**src/rtl/key_pkg.sv**
```systemverilog
// Shared types and default timing for the push-button conditioner.
// No logic; no latency.
// No flow control; constants only.
package key_pkg;

    // Per-channel debounce FSM states.
    typedef enum logic [1:0] {
        UP     = 2'd0,
        DEB_DN = 2'd1,
        DOWN   = 2'd2,
        DEB_UP = 2'd3
    } key_state_t;

    // Defaults for a 50 MHz board clock.
    localparam int DEF_NUM_KEYS        = 4;
    localparam int DEF_DEBOUNCE_CYCLES = 1_000_000;   // 20 ms
    localparam int DEF_HOLD_CYCLES     = 50_000_000;  // 1 s

endpackage

```
**src/rtl/key_debounce_ch.sv**
```systemverilog
// One key channel: 2-flop sync, debounce FSM, level/press/release/toggle/hold outputs.
// Latency: press/level 2+DEBOUNCE_CYCLES cycles after a stable raw edge; hold at press+HOLD_CYCLES-1.
// No backpressure; outputs are registered pulses/levels.
//
// Ports: clk, reset (async, active-high), key_n (raw, active-low),
//        key_level_n, key_press, key_release, key_toggle, key_hold.
module key_debounce_ch
    import key_pkg::*;
#(
    parameter int DEBOUNCE_CYCLES = DEF_DEBOUNCE_CYCLES,
    parameter int HOLD_CYCLES     = DEF_HOLD_CYCLES
) (
    input  logic clk,
    input  logic reset,
    input  logic key_n,
    output logic key_level_n,
    output logic key_press,
    output logic key_release,
    output logic key_toggle,
    output logic key_hold
);

    localparam int DW = $clog2(DEBOUNCE_CYCLES);
    localparam int HW = $clog2(HOLD_CYCLES);
    localparam logic [DW-1:0] DEB_LAST  = DW'(DEBOUNCE_CYCLES - 1);
    localparam logic [HW-1:0] HOLD_LAST = HW'(HOLD_CYCLES - 1);

    logic            sync1;
    logic            sync2;
    key_state_t      state;
    key_state_t      state_nxt;
    logic [DW-1:0]   deb_cnt;
    logic [DW-1:0]   deb_cnt_nxt;
    logic [HW-1:0]   hold_cnt;
    logic [HW-1:0]   hold_cnt_nxt;
    logic            hold_fired;
    logic            hold_fired_nxt;
    logic            press_nxt;
    logic            release_nxt;
    logic            hold_nxt;

    // Both sync flops reset to "released" so reset never looks like a press.
    always_ff @(posedge clk or posedge reset) begin
        if (reset) begin
            sync1 <= 1'b1;
            sync2 <= 1'b1;
        end else begin
            sync1 <= key_n;
            sync2 <= sync1;
        end
    end

    always_comb begin
        state_nxt      = state;
        deb_cnt_nxt    = deb_cnt;
        hold_cnt_nxt   = hold_cnt;
        hold_fired_nxt = hold_fired;
        press_nxt      = 1'b0;
        release_nxt    = 1'b0;
        hold_nxt       = 1'b0;

        // Hold timer runs while the key is logically down (including a pending
        // release) and stops once it has fired, so it never wraps.
        if ((state == DOWN || state == DEB_UP) && !hold_fired) begin
            hold_cnt_nxt = hold_cnt + 1'b1;
            if (hold_cnt_nxt == HOLD_LAST) begin
                hold_nxt       = 1'b1;
                hold_fired_nxt = 1'b1;
            end
        end

        // The first low sample counts as sample 0, so acceptance happens on the
        // DEBOUNCE_CYCLES-th consecutive stable sample.
        case (state)
            UP: begin
                if (!sync2) begin
                    state_nxt   = DEB_DN;
                    deb_cnt_nxt = '0;
                end
            end
            DEB_DN: begin
                if (sync2) begin
                    state_nxt   = UP;
                    deb_cnt_nxt = '0;
                end else begin
                    deb_cnt_nxt = deb_cnt + 1'b1;
                    if (deb_cnt_nxt == DEB_LAST) begin
                        state_nxt      = DOWN;
                        deb_cnt_nxt    = '0;
                        press_nxt      = 1'b1;
                        hold_cnt_nxt   = '0;
                        hold_fired_nxt = 1'b0;
                    end
                end
            end
            DOWN: begin
                if (sync2) begin
                    state_nxt   = DEB_UP;
                    deb_cnt_nxt = '0;
                end
            end
            DEB_UP: begin
                if (!sync2) begin
                    // Release bounce: hold timing continues uninterrupted.
                    state_nxt   = DOWN;
                    deb_cnt_nxt = '0;
                end else begin
                    deb_cnt_nxt = deb_cnt + 1'b1;
                    if (deb_cnt_nxt == DEB_LAST) begin
                        state_nxt      = UP;
                        deb_cnt_nxt    = '0;
                        release_nxt    = 1'b1;
                        hold_cnt_nxt   = '0;
                        hold_fired_nxt = 1'b0;
                    end
                end
            end
            default: begin
                state_nxt   = UP;
                deb_cnt_nxt = '0;
            end
        endcase
    end

    always_ff @(posedge clk or posedge reset) begin
        if (reset) begin
            state       <= UP;
            deb_cnt     <= '0;
            hold_cnt    <= '0;
            hold_fired  <= 1'b0;
            key_level_n <= 1'b1;
            key_press   <= 1'b0;
            key_release <= 1'b0;
            key_toggle  <= 1'b0;
            key_hold    <= 1'b0;
        end else begin
            state       <= state_nxt;
            deb_cnt     <= deb_cnt_nxt;
            hold_cnt    <= hold_cnt_nxt;
            hold_fired  <= hold_fired_nxt;
            key_level_n <= !(state_nxt == DOWN || state_nxt == DEB_UP);
            key_press   <= press_nxt;
            key_release <= release_nxt;
            key_toggle  <= key_toggle ^ press_nxt;
            key_hold    <= hold_nxt;
        end
    end

endmodule

```
**src/rtl/key_conditioner.sv**
```systemverilog
// Push-button front end: NUM_KEYS independent debounce channels for the stopwatch controls.
// Latency: 2+DEBOUNCE_CYCLES cycles from a stable raw edge to press/release; hold at press+HOLD_CYCLES-1.
// No backpressure; all outputs are registered levels or one-cycle pulses in the clk domain.
//
// Ports: clk, reset (async, active-high), key_n[NUM_KEYS] raw active-low keys;
//        key_level_n, key_press, key_release, key_toggle, key_hold per key.
// DEBOUNCE_CYCLES must be 2..2^24 and HOLD_CYCLES must exceed DEBOUNCE_CYCLES.
module key_conditioner
    import key_pkg::*;
#(
    parameter int NUM_KEYS        = DEF_NUM_KEYS,
    parameter int DEBOUNCE_CYCLES = DEF_DEBOUNCE_CYCLES,
    parameter int HOLD_CYCLES     = DEF_HOLD_CYCLES
) (
    input  logic                clk,
    input  logic                reset,
    input  logic [NUM_KEYS-1:0] key_n,
    output logic [NUM_KEYS-1:0] key_level_n,
    output logic [NUM_KEYS-1:0] key_press,
    output logic [NUM_KEYS-1:0] key_release,
    output logic [NUM_KEYS-1:0] key_toggle,
    output logic [NUM_KEYS-1:0] key_hold
);

    for (genvar i = 0; i < NUM_KEYS; i++) begin : g_ch
        key_debounce_ch #(
            .DEBOUNCE_CYCLES (DEBOUNCE_CYCLES),
            .HOLD_CYCLES     (HOLD_CYCLES)
        ) u_ch (
            .clk         (clk),
            .reset       (reset),
            .key_n       (key_n[i]),
            .key_level_n (key_level_n[i]),
            .key_press   (key_press[i]),
            .key_release (key_release[i]),
            .key_toggle  (key_toggle[i]),
            .key_hold    (key_hold[i])
        );
    end

endmodule

```
**config.mk**
```make
export PLATFORM = sky130hd
export DESIGN_NAME = key_conditioner
export DESIGN_NICKNAME = d
export VERILOG_FILES = /design/src/rtl/key_pkg.sv /design/src/rtl/key_debounce_ch.sv /design/src/rtl/key_conditioner.sv
export SDC_FILE = /design/constraint.sdc
export NUM_CORES = 1
export LEC_CHECK = 0
export ABC_AREA = 1
export BUFFER_PORTS_ARGS = -buffer_cell sky130_fd_sc_hd__clkbuf_2
export CAP_MARGIN = 20
export CORE_ASPECT_RATIO = 1.75
export CORE_MARGIN = 3
export CORE_UTILIZATION = 30
export CTS_CLUSTER_SIZE = 25
export DETAILED_ROUTE_END_ITERATION = 10
export PLACE_DENSITY = 0.54
export SLEW_MARGIN = 20
export SYNTH_ARGS = -nofsm -noshare
export SYNTH_HDL_FRONTEND = slang
export SYNTH_SLANG_ARGS = --single-unit
```
**constraint.sdc**
```tcl
create_clock -name clk -period 7.9 [get_ports clk]
set_input_delay 0.79 -clock clk [delete_from_list [all_inputs] [get_ports clk]]
set_output_delay 0.79 -clock clk [all_outputs]
set_load 0.05 [all_outputs]
```
==> flow_metrics.py, run 1 <==
metrics = {
    "status": {
        "outcome": "complete, no violations",
    },
    "power": {
        "p_switching_w": 0.000547,
        "netSwitchingFraction_pct": 23.0,
        "standby_leakage_power_nw": 7.51,
        "vdd.ir_drop.worst_mv": 0.125,
        "power.density_cell_area_mw_per_mm2": 145,
        "cell_internal_power_dissipation_w": 0.00183,
        "part_of_the_power_in_registers_pct": 49.0,
        "clockPowerShare_pct": 48.5,
        "power.share.combinational_pct": 2.5,
    },
    "synth": {
        "syn-num-nets": 2277,
        "synth_cells": 2255,
        "syn_avg_cell_area_um2": 6.64,
        "yosysUniqueCellTypes": 37,
        "count_of_yosys_warnings_during_synthesis": 0,
        "number_of_synthesized_register_bits": 224,
        "ys_seq_area_share_pct": 37.5,
        "synth_area_mm2": 0.0150,
    },
    "detailed_routing": {
        "dr.pass1.iters": 6,
        "route.detailed.drc": 0,
        "routed_via_density": 4.63,
        "postRouteWirelength_um": 36500,
        "route.antenna.remaining_nets": 0,
        "post_drt_wl_per_cell_um": 12.5,
        "vias": 13549,
        "first_iter_violations": 704,
    },
    "sta": {
        "timing.final.hold_violations": 0,
        "setup_repair_after_global_routing_missed_its_margin": "false",
        "period_needed_ns": 2.60,
        "fin_setup_tns_ns": 0,
        "worst_hold_slack_ns": 0.313,
        "worst_slew_pin_slew_ns": 0.901,
        "timing.final.setup_violations": 0,
        "clock.fmax_mhz": 385,
        "finalClockSkew_ns": 0.0169,
        "timing_max_transition_violations_final": 0,
        "maxSlewHeadroom_pct": 40.0,
        "final_min_period_over_clock_period_pct": 32.9,
    },
    "layout": {
        "final_nets": 2279,
        "largest_register": "g_ch.u_ch.hold_cnt",
        "num_antenna_cells": 0,
        "post_route_cells_drive_above_1_share_pct": 9.01,
        "finalNonFillerCells": 2929,
        "area.growth.synth_to_final_pct": 9.68,
        "reg.largest.list": "g_ch.u_ch.hold_cnt: 104 flops, g_ch.u_ch.deb_cnt: 80 flops, g_ch.u_ch.state: 8 flops",
        "largest_register_ff_count": 104,
    },
    "global_route": {
        "pin_count_of_the_biggest_net_entering_global_routing": 82,
        "globalRoute.totalOverflow": 0,
        "antenna_found_initial": 0,
        "grt_resource_usage_total_pct": 13.9,
        "grt_first_pass_wirelength_um": 62900,
        "via_count_of_the_first_global_routing_pass": 13584,
    },
    "floorplan": {
        "boundaryPins": 26,
        "core_region_area_mm2": 0.0490,
        "floorplan.die.height_um": 302,
        "die_outline_area_mm2": 0.0528,
        "placementRows": 107,
        "fp.dieW_um": 175,
        "effective_utilization_at_floorplan_pct": 30.6,
    },
    "critical_path": {
        "critPathSlowestCell": "sky130_fd_sc_hd__clkinv_1",
        "worst-path-buf-inv": 3,
        "r2r_cells": 6,
        "worst_path_dominant_cell_family": "buffers and inverters",
        "critical_path_required_ns": 8.37,
        "critPathMaxStageDelay_ns": 0.90,
        "path_depth": 6,
        "critical_path_peak_fanout": 35,
        "worst_path_most_repeated_cell": "sky130_fd_sc_hd__inv_1",
        "worstSetupPathType": "register to register",
        "cp_cell_sequence": "inv_1 -> nor2_2 -> clkinv_1 -> o21ai_0 -> nand2_1 -> inv_1",
        "start_kind": "register",
        "worst_ep_arrival_time_ns": 3.07,
        "critPathCaptureType": "register",
    },
    "hold_path": {
        "worstHoldPathType": "input port to async pin",
    },
    "clocking": {
        "holdBufCountCts": 0,
        "cts-htree-levels": 1,
        "cts.reportedPaths.clkPinSlew_ns": 0.07,
        "post_cts_buffers": 0,
        "clockRootBuffer": "sky130_fd_sc_hd__clkbuf_16",
        "clk_latency_ns": 0.55,
        "ctsResizeCount": 0,
        "ctsLongestPathBuffers": 3,
        "total_clock_buffers_created_by_cts": 24,
        "numClockSinks": 224,
        "cts_tree": "yes",
    },
    "place": {
        "detailed_place_hpwl_um": 26600,
        "place_inst": 2884,
        "place_congestion": 0.864,
        "port-buffer-count": 25,
    },
    "job": {
        "maxCapViolations": 0,
    },
}
Yosys cell counts, drive strengths merged:
cell,number,share of area (%)
or2,4,0.17
o21bai,13,0.65
nor3,23,0.77
xor2,44,2.6
nor4,2,0.084
mux2i,1,0.067
nor2,328,9.3
and2,4,0.17
o21ai,146,4.9
nand4,39,1.7
inv,327,8.2
dfrtp,212,35
ha,16,1.3
nand3,193,6.8
nand2,759,20
a21oi,14,0.47
o22ai,26,1.1
nand3b,10,0.50
clkbuf,23,0.58
clkinv,4,0.10
buf,32,1.8
dfstp,12,2.1
a31oi,3,0.13
xnor2,20,1.2
cells by family after synthesis:
family	Yosys count	synth area share (%)
and+or+nand+nor	1362	39.4
buffers and inverters	386	10.7
DFF	224	37.5
AOI/OAI and AO/OA	202	7.23
xor gates and xnor gates	64	3.74
adders and majority gates	16	1.34
muxes	1	0.0668
cells in the final DEF (no fill, tap or decap), types with 2 or more instances in the layout:
| cell | Yosys | final |
|---|---|---|
| sky130_fd_sc_hd__o21bai_1 | 13 | 13 |
| sky130_fd_sc_hd__buf_4 | 22 | 5 |
| sky130_fd_sc_hd__nor2_1 | 292 | 290 |
| sky130_fd_sc_hd__nand3_2 | 7 | 7 |
| sky130_fd_sc_hd__ha_1 | 16 | 16 |
| sky130_fd_sc_hd__dfstp_2 | 12 | 12 |
| sky130_fd_sc_hd__xor2_1 | 44 | 44 |
| sky130_fd_sc_hd__nor4_1 | 2 | 2 |
| sky130_fd_sc_hd__clkinvlp_4 | 0 | 2 |
| sky130_fd_sc_hd__nand3_4 | 2 | 2 |
| sky130_fd_sc_hd__a31oi_1 | 3 | 3 |
| sky130_fd_sc_hd__inv_1 | 298 | 297 |
| sky130_fd_sc_hd__a21oi_1 | 14 | 14 |
| sky130_fd_sc_hd__clkbuf_2 | 0 | 25 |
| sky130_fd_sc_hd__nand4_1 | 38 | 38 |
| sky130_fd_sc_hd__clkbuf_16 | 0 | 24 |
| sky130_fd_sc_hd__nand2_4 | 4 | 4 |
| sky130_fd_sc_hd__nand3b_1 | 10 | 10 |
| sky130_fd_sc_hd__clkinv_2 | 0 | 2 |
| sky130_fd_sc_hd__clkbuf_8 | 0 | 7 |
| sky130_fd_sc_hd__xnor2_1 | 20 | 20 |
| sky130_fd_sc_hd__or2_2 | 4 | 4 |
| sky130_fd_sc_hd__o22ai_1 | 26 | 26 |
| sky130_fd_sc_hd__inv_2 | 29 | 29 |
| sky130_fd_sc_hd__clkbuf_1 | 23 | 7 |
| sky130_fd_sc_hd__nand2_1 | 717 | 717 |
| sky130_fd_sc_hd__nor2_2 | 23 | 25 |
| sky130_fd_sc_hd__nor3_1 | 23 | 23 |
| sky130_fd_sc_hd__and2_1 | 4 | 4 |
| sky130_fd_sc_hd__o21ai_1 | 9 | 9 |
| sky130_fd_sc_hd__o21ai_0 | 136 | 136 |
| sky130_fd_sc_hd__clkinv_1 | 4 | 4 |
| sky130_fd_sc_hd__nand2_2 | 38 | 38 |
| sky130_fd_sc_hd__nor2_4 | 12 | 12 |
| sky130_fd_sc_hd__nand3_1 | 184 | 184 |
| sky130_fd_sc_hd__dfrtp_1 | 212 | 212 |
metrics by stage:
step	power (W)	utilization, %	cell area, µm²	setup slack [ns]
3_5_place_dp	0.00125	31.9	15600	4.88
4_1_cts	0.00243	33.5	16400	4.80
6_report	0.00237	33.5	16400	5.30
2_1_floorplan	0.00122	-	15000	0.995
5_1_grt	0.00247	33.5	16400	4.95
3_3_place_gp	0.00124	31.9	15600	5.00
metal layers:
metal	global-route usage, %	up-vias	share of wire [%]
met3	1.22	73	2.1
met5	0	-	0
met2	27.8	166	55
met4	5.31	0	3.2
met1	14.8	6267	40
li1	-	7043	-
area by class of cell:
cell class              instances  area [µm²]
clock buffers                  38         723
multi-input cells            1645        7770
flip-flops and latches        224        5620
clock inverters                 6        71.3
fillers                      5335       32600
well taps                     654         818
repair buffers                 31         183
inverters                     331        1250
power by group through the flow:
| stage | registers, W | logic (W) | clock network (W) |
|---|---|---|---|
| after floorplan | 0.00118 | 0.0000420 | 0 |
| after global placement | 0.00118 | 0.0000608 | 0 |
| after detailed placement | 0.00118 | 0.0000617 | 0 |
| after CTS | 0.00116 | 0.0000617 | 0.00121 |
| after global routing | 0.00116 | 0.0000695 | 0.00124 |
| final | 0.00116 | 0.0000597 | 0.00115 |
final timing paths:
path | startpoint | to | slack (ns)
min in group clk | key_n[0] | g_ch[0].u_ch.sync1$_DFF_PP1_ | 0.32
worst max register to register | g_ch[2].u_ch.state[1]$_DFF_PP0_ | g_ch[2].u_ch.hold_cnt[14]$_DFF_PP0_ | 5.30
max in group asynchronous | reset | g_ch[1].u_ch.deb_cnt[7]$_DFFE_PP0P_ | 6.20
worst max-delay path | g_ch[2].u_ch.state[1]$_DFF_PP0_ | g_ch[2].u_ch.hold_cnt[14]$_DFF_PP0_ | 5.30
worst min-delay path | reset | g_ch[0].u_ch.hold_cnt[23]$_DFF_PP0_ | 0.31
worst min register to register | g_ch[3].u_ch.sync1$_DFF_PP1_ | g_ch[3].u_ch.sync2$_DFF_PP1_ | 0.36
(Power assumes the default switching activity.)
==> run 2, diff against run 1 <==
Settings changed: PLACE_DENSITY 0.54 to 0.56.
Clock period 7.9 ns to 2.1 ns, I/O delays scaled along.
==> flow_metrics.py, run 2 (synthesized netlist as in run 1, its figures left out) <==
metrics = {
    "floorplan": {
        "effective_utilization_at_floorplan_pct": 30.6,
        "die_outline_area_mm2": 0.0528,
        "boundaryPins": 26,
        "core_region_area_mm2": 0.0490,
        "fp.dieW_um": 175,
        "placementRows": 107,
        "floorplan.die.height_um": 302,
    },
    "sta": {
        "finalClockSkew_ns": 0.0248,
        "maxSlewHeadroom_pct": 49.0,
        "clock.fmax_mhz": 466,
        "timing.final.setup_violations": 79,
        "fin_setup_tns_ns": -1.88,
        "timing_max_transition_violations_final": 0,
        "final_min_period_over_clock_period_pct": 102,
        "setup_repair_after_global_routing_missed_its_margin": "true",
        "period_needed_ns": 2.15,
        "post-route-worst-setup-slack_ns": -0.0465,
        "timing.final.hold_violations": 0,
        "worst_slew_pin_slew_ns": 0.763,
        "worst_hold_slack_ns": 0.257,
    },
    "detailed_routing": {
        "route.antenna.remaining_nets": 0,
        "first_iter_violations": 799,
        "route.detailed.drc": 0,
        "postRouteWirelength_um": 42000,
        "vias": 14641,
        "dr.pass1.iters": 5,
        "routed_via_density": 4.68,
        "post_drt_wl_per_cell_um": 13.4,
    },
    "critical_path": {
        "critical_path_required_ns": 2.53,
        "critPathCaptureType": "register",
        "start_kind": "register",
        "critical_path_peak_fanout": 6,
        "critPathSlowestCell": "sky130_fd_sc_hd__dfrtp_1",
        "worst_ep_arrival_time_ns": 2.58,
        "worst-path-buf-inv": 2,
        "worst_path_most_repeated_cell": "sky130_fd_sc_hd__nand2_1",
        "cp_cell_sequence": "ha_4 -> nand3_4 -> nor2_4 -> nand2_2 -> nor2_2 -> nand2_1 -> nand2_1 -> nand2_1 -> nor2_1 -> nand2_2 -> nor2_4 -> buf_12 -> nand2_8 -> o21ai_2 -> inv_1",
        "critPathMaxStageDelay_ns": 0.42,
        "worstSetupPathType": "register to register",
        "worst_path_dominant_cell_family": "simple AND/OR/NAND/NOR gates",
    },
    "layout": {
        "largest_register": "g_ch.u_ch.hold_cnt",
        "layout.filler_cells": 5110,
        "final_nets": 2475,
        "reg.largest.list": "g_ch.u_ch.hold_cnt: 104 flops, g_ch.u_ch.deb_cnt: 80 flops, g_ch.u_ch.state: 8 flops",
        "stdcell_area_mm2": 0.0195,
        "sequential_cell_area_in_the_final_layout_mm2": 0.00564,
        "area.growth.synth_to_final_pct": 30.2,
        "largest_register_ff_count": 104,
        "post_route_cells_drive_above_1_share_pct": 28.2,
        "fin_util_pct": 39.8,
        "final_common_cell": "sky130_fd_sc_hd__nand2_1",
        "final_cell_mix": "617 x sky130_fd_sc_hd__nand2_1, 245 x sky130_fd_sc_hd__inv_1, 237 x sky130_fd_sc_hd__nor2_1",
        "multi_input_comb_area_mm2": 0.00909,
        "num_antenna_cells": 0,
    },
    "power": {
        "p_switching_w": 0.00217,
        "clockPowerShare_pct": 49.8,
        "netSwitchingFraction_pct": 23.0,
        "power.density_cell_area_mw_per_mm2": 484,
        "part_of_the_power_in_registers_pct": 46.4,
        "vdd.ir_drop.worst_mv": 0.482,
        "power.share.combinational_pct": 3.9,
        "cell_internal_power_dissipation_w": 0.00728,
        "standby_leakage_power_nw": 8.64,
    },
    "global_route": {
        "via_count_of_the_first_global_routing_pass": 14817,
        "grt_resource_usage_total_pct": 15.3,
        "antenna_found_initial": 0,
        "grt_first_pass_wirelength_um": 68200,
        "globalRoute.totalOverflow": 0,
        "pin_count_of_the_biggest_net_entering_global_routing": 61,
    },
    "status": {
        "failed_checks": "setup timing",
        "outcome": "finished, violations left",
    },
    "place": {
        "place_area_mm2": 0.0168,
        "detailed_place_hpwl_um": 29900,
        "place_congestion": 0.904,
        "port-buffer-count": 25,
    },
    "clocking": {
        "cts-htree-levels": 1,
        "cts.reportedPaths.clkPinSlew_ns": 0.07,
        "total_clock_buffers_created_by_cts": 25,
        "cts_tree": "yes",
        "clk_latency_ns": 0.55,
        "ctsLongestPathBuffers": 3,
        "clockRootBuffer": "sky130_fd_sc_hd__clkbuf_16",
        "numClockSinks": 224,
    },
    "hold_path": {
        "worstHoldPathType": "input port to async pin",
    },
    "job": {
        "maxCapViolations": 0,
    },
}
==> run 2: final timing paths <==
| path | start | end | slack [ns] | cells past startpoint |
|---|---|---|---|---|
| min in group clk | key_n[1] | g_ch[1].u_ch.sync1$_DFF_PP1_ | 0.30 | 2 |
| max reg2reg | g_ch[2].u_ch.deb_cnt[1]$_DFFE_PP0P_ | g_ch[2].u_ch.hold_cnt[0]$_DFF_PP0_ | -0.05 | 15 |
| max | g_ch[2].u_ch.deb_cnt[1]$_DFFE_PP0P_ | g_ch[2].u_ch.hold_cnt[0]$_DFF_PP0_ | -0.05 | 15 |
| min | reset | g_ch[0].u_ch.hold_cnt[13]$_DFF_PP0_ | 0.26 | 4 |
| max in group asynchronous | reset | g_ch[2].u_ch.sync2$_DFF_PP1_ | 1.24 | 5 |
| min reg2reg | g_ch[0].u_ch.sync1$_DFF_PP1_ | g_ch[0].u_ch.sync2$_DFF_PP1_ | 0.36 | 0 |
==> run 2: area by class of cell <==
type,count,area share (%)
multi-input combinational,1651,46.6
timing repair buffer,220,9.34
inverter,331,6.43
sequential,224,28.9
clock inverter,8,0.507
tap,654,4.19
clock buffer,38,4.02
==> run 2: per-layer routing <==
metal	track usage (%)	part of all wire [%]
met3	1.47	2.8
met5	0	0
met2	31.0	56
met4	7.21	4.5
met1	15.5	37
==> run 2: tightest hold or removal path, delay by kind of cell <==
kind	cells	cell delay [ns]
buf+inv	4	0.93
==> run 2: what timing repair did <==
action | in CTS | in global routing
pin swaps | 26 | 72
cloned | 3 | 5
gates resized for setup | 58 | 379
hold endpoints to repair | 93 | 0
setup buffers | 8 | 26
endpoints found under the setup margin | 138 | 199
hold buffers | 5 | 0
==> run 2: power by group through the flow <==
stage / combinational [W] / clock [W] / sequential (W)
after global routing: 0.000406 / 0.00505 / 0.00438
after global placement: 0.000290 / 0 / 0.00445
after detailed placement: 0.000294 / 0 / 0.00445
after CTS: 0.000310 / 0.00488 / 0.00437
after floorplan: 0.000159 / 0 / 0.00445
final: 0.000364 / 0.00470 / 0.00438
==> run 2: through the flow <==
step / power (W) / setup slack [ns] / instances
after floorplan: 0.00461 / -1.02 / 2255
after global placement: 0.00474 / -0.114 / 3037
after detailed placement: 0.00474 / -0.119 / 3037
after CTS: 0.00956 / -0.0149 / 3099
after global routing: 0.00983 / -0.202 / 3126
final: 0.00945 / -0.0465 / 3126
==> run 3, diff against run 2 <==
Settings changed: BUFFER_PORTS_ARGS -buffer_cell sky130_fd_sc_hd__clkbuf_2 to -buffer_cell sky130_fd_sc_hd__buf_2.
==> flow_metrics.py, run 3 (synthesized netlist as in run 1, its figures left out) <==
metrics = {
    "critical_path": {
        "r2r_cells": 13,
        "critPathSlowestCell": "sky130_fd_sc_hd__dfrtp_1",
        "critical_path_peak_fanout": 6,
        "start_kind": "register",
        "critPathMaxStageDelay_ns": 0.43,
        "worst_ep_arrival_time_ns": 2.67,
        "worst_path_dominant_cell_family": "simple AND/OR/NAND/NOR gates",
        "reg2reg_slack_ns": -0.12,
        "critPathCaptureType": "register",
        "timing.critical_path.from": "g_ch[0].u_ch.deb_cnt[0]$_DFFE_PP0P_",
        "reg2reg_to": "g_ch[0].u_ch.hold_cnt[3]$_DFF_PP0_",
        "critical_path_required_ns": 2.55,
        "worst-path-buf-inv": 2,
        "worstSetupPathType": "register to register",
        "worstReg2RegStart": "g_ch[0].u_ch.deb_cnt[0]$_DFFE_PP0P_",
        "path_depth": 13,
        "cp_cell_sequence": "ha_4 -> nand3_4 -> nor2_4 -> nand3_2 -> nor2_1 -> nand2_1 -> nand2_2 -> nand4_1 -> nor2_4 -> buf_12 -> nand2_4 -> nand2_1 -> inv_1",
        "timing.critical_path.to": "g_ch[0].u_ch.hold_cnt[3]$_DFF_PP0_",
    },
    "detailed_routing": {
        "post_drt_wl_per_cell_um": 13.7,
        "route.antenna.remaining_nets": 0,
        "dr.pass1.iters": 6,
        "routed_wl_met2_um": 24200,
        "route.detailed.drc": 0,
        "wirelength_met1_um": 15900,
        "first_iter_violations": 738,
        "wl_met3_um": 906,
        "routed_via_density": 4.74,
        "postRouteWirelength_um": 43100,
        "vias": 14914,
        "maxUsedRoutingLayer": "met4",
    },
    "sta": {
        "timing.final.hold_violations": 0,
        "post-route-worst-setup-slack_ns": -0.116,
        "finalClockSkew_ns": 0.0244,
        "timing_max_transition_violations_final": 0,
        "maxSlewHeadroom_pct": 43.1,
        "clock.fmax_mhz": 451,
        "final_min_period_over_clock_period_pct": 106,
        "setup_repair_after_global_routing_missed_its_margin": "true",
        "timing.final.setup_violations": 126,
        "worst_hold_slack_ns": 0.237,
        "period_needed_ns": 2.22,
        "fin_setup_tns_ns": -7.69,
        "worst_slew_pin_slew_ns": 0.852,
    },
    "clocking": {
        "clk_latency_ns": 0.57,
        "cts-htree-levels": 1,
        "total_clock_buffers_created_by_cts": 25,
        "cts.reportedPaths.clkPinSlew_ns": 0.07,
        "clockRootBuffer": "sky130_fd_sc_hd__clkbuf_16",
        "cts_tree": "yes",
        "numClockSinks": 224,
        "ctsLongestPathBuffers": 3,
    },
    "power": {
        "power.density_cell_area_mw_per_mm2": 476,
        "standby_leakage_power_nw": 8.88,
        "vdd.ir_drop.worst_mv": 0.551,
        "fin_total_pwr_w": 0.00959,
    },
    "layout": {
        "final_cell_mix": "594 x sky130_fd_sc_hd__nand2_1, 244 x sky130_fd_sc_hd__inv_1, 233 x sky130_fd_sc_hd__nor2_1",
        "largest_register": "g_ch.u_ch.hold_cnt",
        "final_common_cell": "sky130_fd_sc_hd__nand2_1",
        "largest_register_ff_count": 104,
        "reg.largest.list": "g_ch.u_ch.hold_cnt: 104 flops, g_ch.u_ch.deb_cnt: 80 flops, g_ch.u_ch.state: 8 flops",
        "finalNonFillerCells": 3148,
        "area.growth.synth_to_final_pct": 34.5,
        "final_nets": 2497,
        "num_antenna_cells": 0,
        "post_route_cells_drive_above_1_share_pct": 30.6,
    },
    "global_route": {
        "via_count_of_the_first_global_routing_pass": 14683,
        "pin_count_of_the_biggest_net_entering_global_routing": 65,
        "globalRoute.totalOverflow": 0,
        "antenna_found_initial": 0,
        "grt_resource_usage_total_pct": 15.3,
        "grt_first_pass_wirelength_um": 68000,
    },
    "floorplan": {
        "core_region_area_mm2": 0.0490,
        "fp.dieW_um": 175,
        "boundaryPins": 26,
        "placementRows": 107,
        "floorplan.die.height_um": 302,
        "effective_utilization_at_floorplan_pct": 30.6,
        "die_outline_area_mm2": 0.0528,
    },
    "place": {
        "place_inst": 3040,
        "place_congestion": 0.904,
        "detailed_place_hpwl_um": 29400,
        "pre_cts_ws_ns": -0.181,
        "port-buffer-count": 25,
    },
    "status": {
        "outcome": "finished, violations left",
        "failed_checks": "setup timing",
    },
    "job": {
        "maxCapViolations": 0,
    },
    "hold_path": {
        "worstHoldPathType": "input port to async pin",
    },
}
[run 3: changes by cell type in the layout (fill, tap and decap cells not counted), sizes merged]
cell	previous run	this run
clkbuf	65	41
clkinv	7	6
bufinv	2	3
buf	188	233
inv	326	328
clkinvlp	4	3
[run 3: how the worst min path moves through the flow]
stage,from,to,cells after the start
3_3_place_gp,reset,g_ch[1].u_ch.hold_cnt[12]$_DFF_PP0_,2
4_1_cts,reset,g_ch[1].u_ch.hold_cnt[15]$_DFF_PP0_,3
2_1_floorplan,key_n[0],g_ch[0].u_ch.sync1$_DFF_PP1_,0
6_report,reset,g_ch[1].u_ch.hold_cnt[15]$_DFF_PP0_,3
5_1_grt,reset,g_ch[1].u_ch.hold_cnt[15]$_DFF_PP0_,3
3_5_place_dp,reset,g_ch[1].u_ch.hold_cnt[12]$_DFF_PP0_,2
[run 3: final cells by class]
cell class,instances,area [µm²]
Clock buffer,37,751
Clock inverter,9,148
Fill cell,5052,28800
Inverter,331,1260
Multi-Input combinational cell,1651,9510
Sequential cell,224,5630
Tap cell,654,818
Timing Repair Buffer,242,2040
[run 3: routing by layer]
metal / global-route usage (%) / vias up
li1: - / 7481
met1: 15.6 / 7029
met2: 30.8 / 266
met3: 1.41 / 138
met4: 7.17 / 0
met5: 0 / -
[run 3: worst min-delay path, delay by kind of cell]
family                 cells  cell delay, ns
buffers and inverters      3            1.01
[run 3: report_power, final]
group          switching (W)  total, W  leakage (nW)  internal, W
sequential         0.0000330   0.00438          3.06      0.00435
clock                0.00198   0.00484         0.441      0.00287
combinational       0.000248  0.000362          5.38     0.000115
total                0.00226   0.00959          8.88      0.00733
[run 3: per-stage QoR]
step | utilization (%) | instance area (µm²)
CTS | 37.4 | 18300
detailed placement | 34.4 | 16900
global route | 41.1 | 20200
global placement | 34.4 | 16900
floorplan | - | 15000
finish | 41.1 | 20200
[run 3: repair_timing]
action,CTS,global route
setup endpoints to repair,141,192
hold endpoints to repair,15,0
hold buffers,5,0
gates cloned,3,8
buffers inserted,19,32
gates resized for setup,90,446
pin swaps,27,101
